### config.mk
export PLATFORM = sky130hd
export DESIGN_NAME = palette_colorizer
export DESIGN_NICKNAME = d
export VERILOG_FILES = /design/src/rtl/palette_colorizer.sv
export SDC_FILE = /design/constraint.sdc
export NUM_CORES = 1
export LEC_CHECK = 0
export CORE_ASPECT_RATIO = 0.9
export CORE_MARGIN = 4
export CORE_UTILIZATION = 25
export DETAILED_ROUTE_END_ITERATION = 10
export DONT_BUFFER_PORTS = 1
export PLACE_DENSITY_LB_ADDON = 0.05
export SLEW_MARGIN = 20
export SYNTH_ARGS = -nofsm -noshare
export SYNTH_HDL_FRONTEND = slang
export SYNTH_SLANG_ARGS = --single-unit
export TNS_END_PERCENT = 50
### constraint.sdc
create_clock -name clk_i -period 1.95 [get_ports clk_i]
set_input_delay 0.195 -clock clk_i [delete_from_list [all_inputs] [get_ports clk_i]]
set_output_delay 0.195 -clock clk_i [all_outputs]
set_load 0.005 [all_outputs]
### src/rtl/palette_colorizer.sv
// Merges one world layer and NUM_ICONS priority/blinking icon layers into RGB through a writable palette.
// Latency 2 clocks input->RGB, 1 pixel/clock; no backpressure (free-running pixel stream).
module palette_colorizer #(
    parameter int WORLD_BITS   = 2,
    parameter int ICON_BITS    = 2,
    parameter int NUM_ICONS    = 2,
    parameter int CH_W         = 4,
    parameter int BLINK_FRAMES = 30,
    parameter int PAL_AW       = 4
) (
    input  logic                           clk_i,
    input  logic                           rst_ni,
    input  logic [WORLD_BITS-1:0]          world_px_i,
    input  logic [NUM_ICONS*ICON_BITS-1:0] icon_px_i,
    input  logic                           video_on_i,
    input  logic                           frame_tick_i,
    input  logic [NUM_ICONS-1:0]           blink_en_i,
    input  logic                           pal_we_i,
    input  logic [PAL_AW-1:0]              pal_addr_i,
    input  logic [3*CH_W-1:0]              pal_wdata_i,
    output logic                           pal_err_o,
    output logic                           video_out_o,
    output logic [CH_W-1:0]                red_o,
    output logic [CH_W-1:0]                green_o,
    output logic [CH_W-1:0]                blue_o
);

    localparam int WORLD_N   = 2**WORLD_BITS;
    localparam int ICON_N    = 2**ICON_BITS - 1;
    localparam int PAL_DEPTH = WORLD_N + NUM_ICONS*ICON_N;
    localparam int RGB_W     = 3*CH_W;
    localparam int CNT_W     = (BLINK_FRAMES > 1) ? $clog2(BLINK_FRAMES) : 1;
    localparam logic [PAL_AW:0] PAL_DEPTH_W = (PAL_AW+1)'(PAL_DEPTH);
    localparam logic [CNT_W-1:0] CNT_LAST   = CNT_W'(BLINK_FRAMES - 1);

    function automatic logic [RGB_W-1:0] pal_init(input int i);
        logic [CH_W-1:0] mx;
        logic [CH_W-1:0] z;
        int c;
        mx = '1;
        z  = '0;
        pal_init = '0;
        if (i < WORLD_N) begin
            if (i == 0)      pal_init = {mx, mx, mx};
            else if (i == 2) pal_init = {z, z, mx};
        end else begin
            c = (i - WORLD_N) % ICON_N + 1;
            if (c == 1)      pal_init = {mx, z, z};
            else if (c == 3) pal_init = {mx, mx, z};
        end
    endfunction

    logic [RGB_W-1:0]  pal_q [PAL_DEPTH];
    logic              addr_ok;
    logic              pal_err_q;
    logic [CNT_W-1:0]  cnt_q, cnt_d;
    logic              phase_q, phase_d;
    logic [PAL_AW-1:0] idx_d, idx_s1_q;
    logic              vid_s1_q;
    logic [RGB_W-1:0]  rgb_d, rgb_q;
    logic              vid_out_q;
    logic [ICON_BITS-1:0] code;

    assign addr_ok = ({1'b0, pal_addr_i} < PAL_DEPTH_W);

    // Writes land at the edge, so a stage-2 read in the same cycle still sees the old entry.
    always_ff @(posedge clk_i or negedge rst_ni) begin
        if (!rst_ni) begin
            for (int i = 0; i < PAL_DEPTH; i++) pal_q[i] <= pal_init(i);
            pal_err_q <= 1'b0;
        end else begin
            if (pal_we_i && addr_ok) pal_q[pal_addr_i] <= pal_wdata_i;
            pal_err_q <= pal_we_i && !addr_ok;
        end
    end

    always_comb begin
        cnt_d   = cnt_q;
        phase_d = phase_q;
        if (frame_tick_i) begin
            if (cnt_q == CNT_LAST) begin
                cnt_d   = '0;
                phase_d = !phase_q;
            end else begin
                cnt_d = cnt_q + 1'b1;
            end
        end
    end

    // Scan from lowest priority upwards so icon 0 overwrites everything else.
    always_comb begin
        idx_d = PAL_AW'(world_px_i);
        code  = '0;
        for (int k = NUM_ICONS-1; k >= 0; k--) begin
            code = icon_px_i[k*ICON_BITS +: ICON_BITS];
            if (code != '0 && (!blink_en_i[k] || phase_q))
                idx_d = PAL_AW'(WORLD_N + k*ICON_N + int'(code) - 1);
        end
    end

    assign rgb_d = vid_s1_q ? pal_q[idx_s1_q] : '0;

    always_ff @(posedge clk_i or negedge rst_ni) begin
        if (!rst_ni) begin
            cnt_q     <= '0;
            phase_q   <= 1'b1;
            idx_s1_q  <= '0;
            vid_s1_q  <= 1'b0;
            rgb_q     <= '0;
            vid_out_q <= 1'b0;
        end else begin
            cnt_q     <= cnt_d;
            phase_q   <= phase_d;
            idx_s1_q  <= idx_d;
            vid_s1_q  <= video_on_i;
            rgb_q     <= rgb_d;
            vid_out_q <= vid_s1_q;
        end
    end

    assign pal_err_o   = pal_err_q;
    assign video_out_o = vid_out_q;
    assign red_o       = rgb_q[RGB_W-1 -: CH_W];
    assign green_o     = rgb_q[2*CH_W-1 -: CH_W];
    assign blue_o      = rgb_q[CH_W-1:0];

endmodule
==> summary.md, run 1 <==
| Metric | Value |
|---|---|
| Layout cells sized above 1 | 48.8% |
| Cell Pwr Density | 1210 mW/mm2 |
| Worst setup EP type | register |
| WP data arrival | 1.98 ns |
| Largest area contributor in the netlist | dfrtp_1 |
| Final Hold Vio Count | 145 |
| Cells after Synth | 457 |
| Slew Viols, Final | 0 |
| Area grow syn2layout | 18.6% |
| Vias | 3,781 |
| Largest net degree at the start of global routing | 146 |
| Crit-path cells | nor2b_1 -> buf_4 -> a221o_1 -> a211oi_1 |
| Dpl hpwl | 10.8 mm |
| Yosys top cell area share | 39.4% |
| Yosys cell types | 39 |
| DRT antenna net count | 0 |
| Syn_nets | 489 |
| Kind of critical path | reg2reg |
| # hold bufs at CTS | 20 |
| Status | finished, violations left |
| CTS tree | built |
| RSZ-0062 raised after global routing | no |
| Clock Skew | 0.0112 ns |
| Clock transition at path regs | 0.06 ns |
| Slowest CP cell | nor2b_1 |
| DRC Markers | 0 |
| Worst relative slew slack | 42.4% |
| Worst Hold Slack | -0.522 ns |
| Critical Path Stages | 4 |
| Initial antenna violation count | 0 |
| Ports | 43 |
| Number of synthesized flops with an enable pin | 0 |
| Ratio of final minimum period to clock period | 88.5% |
| Final wirelength | 17.3 mm |
| Gr usage total | 12.5% |
| # fillers | 2,647 |
| Worst-skew pair later-pin latency | 0.42 ns |
| Syn avg cell area | 14.5 um2 |
| Clock Path Buffers | 2 |
| Setup ws final | 0.225 ns |
| Initial Util | 25.4% |
| Final Critical Period | 1.73 ns |
| Clock root buffer | clkbuf_16 |
| Mapped Area | 0.00661 mm2 |
| Setup WS pre-CTS | 0.199 ns |
| Resized cells post-CTS | 0 |
| Max FO, Critical Path | 8 |
| Drt wl/cell | 20.7 um |
| Worst Hold Class | in2async |
| Synth area leaders | dfrtp_1 39%, mux2_2 22%, dfstp_2 16%, mux4_2 4.1%, mux2i_1 3.8% |
| Worst slew pin tran | 0.862 ns |
| Ys async rst share | 100% |
| H-tree level count | 4 |
| Max Freq | 580 MHz |
| # diodes | 0 |
| First-pass GRT wire length | 27.1 mm |
| VDD IR max | 0.544 mV |
| Synth warn | 0 |
| CP top delay family | simple AND/OR/NAND/NOR gates |
| Die height | 162 um |
| CP peak stage delay | 0.70 ns |
| Die Wd | 179 um |
| Core area | 0.0261 mm2 |
| Vias/cell | 4.51 |
| Post CTS Setup Buffer Count | 0 |
| Reg2Reg Depth | 4 |
| Leak pwr | 3.23 nW |
| Placed cell areas | 0.00703 mm2 |
| # port buffers | 0 |
| Post-synthesis register bit count | 145 |
| Full die area | 0.0291 mm2 |
| First-pass DRT Iterations | 4 |
| Top_reg_cell synth | dfrtp_1 |
| Setup TNS | 0 ns |
| Vias in the first global route | 4,218 |
| GRT overflow | 0 |
| Register area share after synthesis | 55.7% |
| # Max-Cap Violations | 0 |
| Final setup vio count | 0 |
| Initial DRC count | 130 |
| CTS buffer count | 17 |
| CTS sink count | 145 |
| Crit path buf inv count | 1 |
| Final net count | 509 |
| Fin area | 0.00784 mm2 |
| Nature of the critical path startpoint | register |
| Failing checks | hold timing |
| CP required | 2.21 ns |
| Final Wtd Congestion | 0.710 |
| Cell row count | 56 |
==> path summary, 6_finish.rpt <==
path / from / to / slack (ns)
max in group asynchronous: rst_ni / pal_q[117]$_DFFE_PN1P_ / 2.18
worst min-delay path: rst_ni / pal_q[104]$_DFFE_PN0P_ / -0.52
worst min register to register: vid_s1_q$_DFF_PN0_ / video_out_o$_DFF_PN0_ / 0.37
min in group clk_i: frame_tick_i / cnt_q[3]$_DFFE_PN0P_ / 0.05
worst max register to register: idx_s1_q[2]$_DFF_PN0_ / rgb_q[5]$_DFF_PN0_ / 0.22
worst max-delay path: idx_s1_q[2]$_DFF_PN0_ / rgb_q[5]$_DFF_PN0_ / 0.22
==> stage by stage <==
stage               util (%)  power [mW]  instances
global placement        27.0        6.04        786
global route            30.1        10.0        838
finish                  30.1        9.45        838
CTS                     30.1        9.64        838
floorplan                  -        5.59        457
detailed placement      27.0        6.09        786
==> cells by family after synthesis <==
| logic type | after synthesis | share of synthesized area (%) |
|---|---|---|
| AND/OR/NAND/NOR | 46 | 3.80 |
| AO/OA/AOI/OAI | 51 | 6.17 |
| multiplexers | 169 | 30.4 |
| buffers and inverters | 42 | 3.31 |
| adder cells (fa/ha/maj) | 3 | 0.568 |
| XOR/XNOR | 1 | 0.132 |
| flip-flops | 145 | 55.7 |
==> where the power goes <==
part | leakage, nW | internal [mW] | switching [mW]
Combinational | 1.23 | 1.05 | 0.767
Sequential | 1.71 | 3.85 | 0.389
Clock | 0.289 | 2.09 | 1.30
==> cell type report <==
type	count	area, um2	share of cell area [%]
clock inverters	12	156	2.00
clock buffers	20	457	5.83
inverters	5	18.8	0.239
multi-input cells	270	2720	34.7
flip-flops and latches	145	3680	47.0
repair buffers	38	373	4.76
well taps	348	435	5.55
==> state kept, by name, indices dropped and copies added (netlist names) <==
signal,count
video_out_o,1
pal_err_o,1
phase_q,1
idx_s1_q,4
vid_s1_q,1
pal_q,120
rgb_q,12
cnt_q,5
==> per-layer routing <==
metal / part of all wire, % / GRT usage, % / routed length (um) / vias up
met5: 0 / 0 / 0 / -
met4: 0.88 / 2.80 / 152 / 0
met3: 2.1 / 2.91 / 359 / 8
met2: 49 / 20.7 / 8480 / 34
met1: 48 / 16.9 / 8320 / 2003
li1: - / - / - / 1736
==> worst register-to-register path, delay by kind of cell, from the launching register on <==
family	cells	cell delay, ns
flip-flops	1	0.37
buffers and inverters	1	0.27
AND/OR/NAND/NOR	1	0.70
AO/OA/AOI/OAI	2	0.24
==> cell usage in the layout, fill, tap and decap left out, types with 2 or more instances in the layout <==
| master | instances |
|---|---|
| nor2_1 | 5 |
| buf_4 | 15 |
| nand2b_1 | 4 |
| inv_6 | 2 |
| nand2_1 | 19 |
| a22o_1 | 2 |
| mux4_2 | 12 |
| dfstp_2 | 41 |
| clkbuf_8 | 2 |
| nor2b_1 | 4 |
| clkbuf_16 | 17 |
| ha_1 | 3 |
| nand3b_1 | 3 |
| clkinvlp_4 | 4 |
| nor3b_2 | 2 |
| mux2_2 | 130 |
| mux2_1 | 2 |
| dfrtp_1 | 103 |
| a221o_1 | 12 |
| inv_1 | 5 |
| o21ai_0 | 4 |
| clkinv_2 | 2 |
| a21o_1 | 2 |
| buf_12 | 3 |
| mux2i_1 | 25 |
| bufinv_16 | 3 |
| dlygate4sd3_1 | 20 |
| and3_1 | 2 |
| a211oi_1 | 26 |
==> cell usage after synthesis, drive strengths merged (5+ instances only) <==
cell type,count
mux2,132
dfrtp,104
dfstp,41
buf,29
a211oi,26
mux2i,25
nand2,19
a221o,12
mux4,12
clkbuf,8
inv,5
nor2,5
Note: power is estimated with default switching activity, not from simulation.
==> run 2: changes to the inputs <==
--- a/config.mk
+++ b/config.mk
@@ -7,7 +7,7 @@
 export LEC_CHECK = 0
 export CORE_ASPECT_RATIO = 0.9
 export CORE_MARGIN = 4
-export CORE_UTILIZATION = 25
+export CORE_UTILIZATION = 55
 export DETAILED_ROUTE_END_ITERATION = 10
 export DONT_BUFFER_PORTS = 1
 export PLACE_DENSITY_LB_ADDON = 0.05
==> run 2 against run 1 <==
Against the previous run:
- the run still ends with hold timing left
- critical path type unchanged
- final area down 3.6%
- clock power down 5%
- highest routed layer unchanged
- wire length down 15%
- non-clock buffer count down 2
- sequential share of layout area up 1.8 points
==> summary.md, run 2 (same netlist as run 1, synthesis figures left out) <==
| Metric | Value |
|---|---|
| Final Wtd Congestion | 0.749 (was 0.710) |
| Final setup vio count | 0 (unchanged) |
| Vias | 3,885 (was 3,781) |
| Core area | 0.0116 mm2 (was 0.0261 mm2) |
| VDD IR max | 0.764 mV (was 0.544 mV) |
| Final wirelength | 14.7 mm (was 17.3 mm) |
| Worst-skew pair later-pin latency | 0.42 ns (about the same) |
| Full die area | 0.0138 mm2 (was 0.0291 mm2) |
| Clock Skew | 0.00376 ns (was 0.0112 ns) |
| Kind of critical path | reg2reg (unchanged) |
| Leak pwr | 3.21 nW (was 3.23 nW) |
| Nature of the critical path startpoint | register (unchanged) |
| Slowest CP cell | mux4_2 (was nor2b_1) |
| Sw frac | 25.2% (was 26.0%) |
| CP top delay family | multiplexers (was simple AND/OR/NAND/NOR gates) |
| Most common cell after layout, fill and taps aside | mux2_2 (unchanged) |
| Worst path most repeated cell | a211oi_1 |
| Crit-path cells | buf_12 -> mux4_2 -> a211oi_1 -> a211oi_1 (was nor2b_1 -> buf_4 -> a221o_1 -> a211oi_1) |
| Die height | 112 um (was 162 um) |
| Gr usage total | 23.2% (was 12.5%) |
| Vias in the first global route | 4,039 (was 4,218) |
| Clock power frac | 34.8% (was 35.9%) |
| Clock transition at path regs | 0.06 ns (about the same) |
| Biggest registers after layout | pal_q (120), rgb_q (12), cnt_q (5) (unchanged) |
| Die Wd | 124 um (was 179 um) |
| First-pass GRT wire length | 23.6 mm (was 27.1 mm) |
| Worst slew pin tran | 0.682 ns (was 0.862 ns) |
| Ratio of final minimum period to clock period | 85.3% (was 88.5%) |
| First-pass DRT Iterations | 5 (was 4) |
| Ports | 43 (unchanged) |
| CTS buffer count | 17 (unchanged) |
| Vias/cell | 6.02 (was 4.51) |
| Final Critical Period | 1.66 ns (was 1.73 ns) |
| DRT antenna net count | 0 (unchanged) |
| Largest reg by FF count | pal_q (unchanged) |
| H-tree level count | 4 (unchanged) |
| Commonest cells after routing, fill and taps aside | 130 x mux2_2, 103 x dfrtp_1, 41 x dfstp_2, 26 x a211oi_1, 25 x mux2i_1 (unchanged) |
| Largest register FFs | 120 (unchanged) |
| # fillers | 864 (was 2,647) |
| Dpl hpwl | 8.74 mm (was 10.8 mm) |
| Final Hold Vio Count | 145 (unchanged) |
| Register share of total power | 46.1% (was 44.9%) |
| RSZ-0062 raised after global routing | no (unchanged) |
| Worst relative slew slack | 54.3% (was 42.4%) |
| WP data arrival | 1.93 ns (was 1.98 ns) |
| DRC Markers | 0 (unchanged) |
| Int Power | 6.90 mW (was 6.99 mW) |
| Worst Hold Class | in2async (unchanged) |
| Setup TNS | 0 ns (unchanged) |
| CP peak stage delay | 0.54 ns (was 0.70 ns) |
| CTS tree | built (unchanged) |
| Comb pwr share | 19.1% (was 19.3%) |
| # port buffers | 0 (unchanged) |
| Resized cells post-CTS | 0 (unchanged) |
| Clock root buffer | clkbuf_16 (unchanged) |
| Crit path buf inv count | 1 (unchanged) |
| Failing checks | hold timing (unchanged) |
| GRT overflow | 0 (unchanged) |
| CTS sink count | 145 (unchanged) |
| Initial DRC count | 235 (was 130) |
| Status | finished, violations left (unchanged) |
| Area grow syn2layout | 14.3% (was 18.6%) |
| Sw power | 2.33 mW (was 2.46 mW) |
| CP required | 2.22 ns (was 2.21 ns) |
| Final net count | 507 (was 509) |
| Slew Viols, Final | 0 (unchanged) |
| Worst Hold Slack | -0.529 ns (was -0.522 ns) |
| Footprint of the multi-input gates | 0.00272 mm2 (about the same) |
| # hold bufs at CTS | 20 (unchanged) |
| Max Freq | 601 MHz (was 580 MHz) |
| Clock Path Buffers | 2 (unchanged) |
| Initial Util | 57.1% (was 25.4%) |
| # Max-Cap Violations | 0 (unchanged) |
| Cell row count | 37 (was 56) |
| Worst setup EP type | register (unchanged) |
| Total Power | 9.23 mW (was 9.45 mW) |
| Seq. cell area | 0.00368 mm2 (unchanged) |
| Initial antenna violation count | 1 (was 0) |
| Cell Pwr Density | 1220 mW/mm2 (was 1210 mW/mm2) |
| Drt wl/cell | 22.8 um (was 20.7 um) |
| Layout cells sized above 1 | 48.8% (about the same) |
| Max FO, Critical Path | 23 (was 8) |
| Largest net degree at the start of global routing | 146 (unchanged) |
[run 2: per-stage QoR]
stage	cells	setup slack [ns]	utilization [%]	hold slack (ns)	instance area, um2
after floorplan	457	0.504	-	-0.101	6610
after global placement	592	0.128	58.4	-0.0959	6760
after detailed placement	592	0.0723	58.4	-0.0961	6760
after CTS	644	0.0253	65.2	-0.541	7550
after global routing	645	0.185	65.3	-0.546	7550
final	645	0.286	65.3	-0.529	7550
[run 2: power groups by stage]
stage	sequential (mW)	clock, mW	combinational [mW]
detailed placement	4.30	0	1.70
finish	4.26	3.21	1.76
global route	4.34	3.41	1.92
CTS	4.26	3.26	1.77
floorplan	4.15	0	1.43
global placement	4.26	0	1.64
[run 2: layer usage]
metal	GRT usage, %	part of all wire [%]	wire, um	vias up
li1	-	-	-	1725
met1	32.9	46	6720	2060
met2	35.9	49	7150	78
met3	5.09	3.9	568	22
met4	7.60	1.8	270	0
met5	0	0	0	-
[run 2: worst reg2reg max path: stages (launching register included)]
cell and delay [ns]:
dfrtp_2 0.40, buf_12 0.22, mux4_2 0.55, a211oi_1 0.24, a211oi_1 0.10
[run 2: final timing paths]
check	from	to	slack (ns)	cells past startpoint
setup / recovery	idx_s1_q[0]$_DFF_PN0_	rgb_q[6]$_DFF_PN0_	0.29	4
hold / removal	rst_ni	vid_s1_q$_DFF_PN0_	-0.53	0
setup reg to reg	idx_s1_q[0]$_DFF_PN0_	rgb_q[6]$_DFF_PN0_	0.29	4
hold reg to reg	vid_s1_q$_DFF_PN0_	video_out_o$_DFF_PN0_	0.39	0
max in group asynchronous	rst_ni	pal_q[34]$_DFFE_PN1P_	2.22	0
min in group clk_i	frame_tick_i	cnt_q[4]$_DFFE_PN0P_	0.01	3
[run 2: timing repair]
item | 4_1_cts | 5_1_grt
endpoints found under the setup margin | 0 | 0
setup buffers | 0 | 0
hold endpoints to repair | 274 | 145
[run 2: layout make-up]
cell class | count | area share (%)
antenna | 1 | 0.0331
sequential | 145 | 48.7
clock buffer | 22 | 6.41
timing repair buffer | 36 | 4.57
tap | 156 | 2.58
multi-input combinational | 270 | 36.0
clock inverter | 10 | 1.42
inverter | 5 | 0.248
==> run 3: changes to the inputs <==
--- a/config.mk
+++ b/config.mk
@@ -10,8 +10,8 @@
 export CORE_UTILIZATION = 55
 export DETAILED_ROUTE_END_ITERATION = 10
 export DONT_BUFFER_PORTS = 1
+export GPL_TIMING_DRIVEN = 0
 export PLACE_DENSITY_LB_ADDON = 0.05
-export SLEW_MARGIN = 20
 export SYNTH_ARGS = -nofsm -noshare
 export SYNTH_HDL_FRONTEND = slang
 export SYNTH_SLANG_ARGS = --single-unit
==> run 3 against run 2 <==
Against the previous run:
- the run still ends with hold timing left
- sequential power barely moved
- final area fell by 0.33%
- clock power rose by 4%
- non-clock buffer count rose by 9
- register-to-register slack got worse by 0.24 ns
- via count rose by 0.13%
- sequential cell count did not move
- clock skew rose by 0.0024 ns
- critical path depth did not move
- global-route usage fell by 0.46 points
- worst hold slack got worse by 0.0023 ns
- setup slack got worse by 0.24 ns
- critical path type unchanged
- largest cell class unchanged
==> summary.md, run 3 (same netlist as run 1, synthesis figures left out) <==
| Metric | Value |
|---|---|
| DRT antenna net count | 0 (unchanged) |
| GRT overflow | 0 (unchanged) |
| Final net count | 516 (was 507) |
| Nature of the critical path startpoint | register (unchanged) |
| VDD IR max | 1.06 mV (was 0.764 mV) |
| Worst relative slew slack | 52.1% (was 54.3%) |
| Max Freq | 526 MHz (was 601 MHz) |
| Final Critical Period | 1.90 ns (was 1.66 ns) |
| Drt wl/cell | 22.1 um (was 22.8 um) |
| Clock Path Buffers | 2 (unchanged) |
| Dpl hpwl | 9.02 mm (was 8.74 mm) |
| Final Non-Filler Cells | 653 (was 645) |
| Vias/cell | 5.96 (was 6.02) |
| Die height | 112 um (unchanged) |
| DRC Markers | 0 (unchanged) |
| Clock transition at path regs | 0.06 ns (about the same) |
| Failing checks | hold timing (unchanged) |
| CTS tree | built (unchanged) |
| H-tree level count | 4 (unchanged) |
| Gr usage total | 22.8% (was 23.2%) |
| Most common cell after layout, fill and taps aside | mux2_2 (unchanged) |
| Leak pwr | 3.22 nW (was 3.21 nW) |
| Worst Hold Slack | -0.531 ns (was -0.529 ns) |
| Initial antenna violation count | 0 (was 1) |
| Worst Hold Class | in2async (unchanged) |
| Slew Viols, Final | 0 (unchanged) |
| CTS buffer count | 17 (unchanged) |
| Status | finished, violations left (unchanged) |
| Largest register FFs | 120 (unchanged) |
| Ports | 43 (unchanged) |
| # port buffers | 0 (unchanged) |
| Commonest cells after routing, fill and taps aside | 130 x mux2_2, 104 x dfrtp_1, 41 x dfstp_2, 25 x mux2i_1, 23 x a211oi_1 (was 130 x mux2_2, 103 x dfrtp_1, 41 x dfstp_2, 26 x a211oi_1, 25 x mux2i_1) |
| Full die area | 0.0138 mm2 (unchanged) |
| Worst slew pin tran | 0.719 ns (was 0.682 ns) |
| CTS sink count | 145 (unchanged) |
| CP required | 2.23 ns (was 2.22 ns) |
| Area grow syn2layout | 13.9% (was 14.3%) |
| RSZ-0062 raised after global routing | no (unchanged) |
| Kind of critical path | reg2reg (unchanged) |
| Worst setup EP type | register (unchanged) |
| First-pass GRT wire length | 23.1 mm (was 23.6 mm) |
| Core area | 0.0116 mm2 (unchanged) |
| Final wirelength | 14.4 mm (was 14.7 mm) |
| Ratio of final minimum period to clock period | 97.5% (was 85.3%) |
| Setup ws final | 0.0492 ns (was 0.286 ns) |
| # Max-Cap Violations | 0 (unchanged) |
| Layout cells sized above 1 | 48.3% (was 48.8%) |
| Max FO, Critical Path | 10 (was 23) |
| Initial Util | 57.1% (unchanged) |
| Biggest registers after layout | pal_q (120), rgb_q (12), cnt_q (5) (unchanged) |
| # hold bufs at CTS | 8 (was 20) |
| Post-layout util | 65.1% (was 65.3%) |
| Post CTS Setup Buffer Count | 0 (unchanged) |
| Initial DRC count | 264 (was 235) |
| Final setup vio count | 0 (unchanged) |
| WP data arrival | 2.18 ns (was 1.93 ns) |
| Worst-skew pair later-pin latency | 0.42 ns (about the same) |
| Largest net degree at the start of global routing | 146 (unchanged) |
| Final Hold Vio Count | 145 (unchanged) |
| Clock Skew | 0.00615 ns (was 0.00376 ns) |
| # diodes | 0 (was 1) |
| Die Wd | 124 um (unchanged) |
| Vias | 3,890 (was 3,885) |
| First-pass DRT Iterations | 4 (was 5) |
| Dpl cells | 613 (was 592) |
| Vias in the first global route | 4,173 (was 4,039) |
| Cell Pwr Density | 1250 mW/mm2 (was 1220 mW/mm2) |
| Final Wtd Congestion | 0.752 (was 0.749) |
| Largest reg by FF count | pal_q (unchanged) |
| Cell row count | 37 (unchanged) |
| Setup WS pre-CTS | -0.210 ns (was 0.0723 ns) |
| Clock root buffer | clkbuf_16 (unchanged) |
-- run 3: cell count changes in the layout (fill, tap and decap cells not counted), sizes merged --
cell	before	now
bufinv	2	3
buf	16	28
diode	1	0
dlygate4sd3	20	8
clkinv	5	3
clkbuf	22	35
clkinvlp	3	0
-- run 3: metal layers --
layer | up-vias | share of wire [%] | wire length [um] | track usage, %
met3 | 11 | 7.8 | 1130 | 7.36
met4 | 0 | 0.96 | 138 | 7.38
met1 | 2047 | 43 | 6170 | 30.5
met5 | - | 0 | 0 | 0
met2 | 91 | 48 | 6980 | 35.4
li1 | 1741 | - | - | -
-- run 3: worst max-delay path: stages, from the launching register on --
cell      delay (ns)
dfrtp_1         0.49
and2_1          0.24
clkbuf_2        0.26
a221o_1         0.39
a211oi_1        0.38
-- run 3: timing repair --
action,4_1_cts,5_1_grt
gates resized for setup,4,6
endpoints found under the setup margin,12,4
hold endpoints to repair,151,145
cloned,0,0
-- run 3: area by class of cell --
| cell class | count | area (um2) |
|---|---|---|
| fillers | 897 | 4040 |
| flip-flops and latches | 145 | 3680 |
| multi-input cells | 270 | 2730 |
| clock buffers | 26 | 509 |
| plain buffers | 37 | 208 |
| well taps | 156 | 195 |
| clock inverters | 6 | 105 |
| repair buffers | 8 | 80.1 |
| inverters | 5 | 18.8 |
-- run 3: final timing paths --
kind / from / to / slack [ns] / depth (start not counted)
worst max-delay path: idx_s1_q[1]$_DFF_PN0_ / rgb_q[0]$_DFF_PN0_ / 0.05 / 4
worst min-delay path: rst_ni / vid_s1_q$_DFF_PN0_ / -0.53 / 0
worst max register to register: idx_s1_q[1]$_DFF_PN0_ / rgb_q[0]$_DFF_PN0_ / 0.05 / 4
worst min register to register: vid_s1_q$_DFF_PN0_ / video_out_o$_DFF_PN0_ / 0.39 / 0
max in group asynchronous: rst_ni / pal_q[34]$_DFFE_PN1P_ / 2.24 / 0
min in group clk_i: world_px_i[1] / idx_s1_q[1]$_DFF_PN0_ / 0.03 / 2
-- run 3: power breakdown --
group          total [mW]  internal, mW  switching (mW)
Combinational        1.80          1.04           0.762
Clock                3.34          2.18            1.17
Sequential           4.24          3.86           0.388
-- run 3: per-stage QoR --
step | hold slack, ns | instance area, um2 | total power [mW] | TNS (ns)
after CTS | -0.551 | 7510 | 9.45 | 0
after detailed placement | -0.0964 | 6810 | 6.05 | -1.27
after floorplan | -0.101 | 6610 | 5.59 | 0
after global placement | -0.0965 | 6810 | 5.95 | -1.15
after global routing | -0.558 | 7530 | 9.87 | 0
final | -0.531 | 7530 | 9.39 | 0
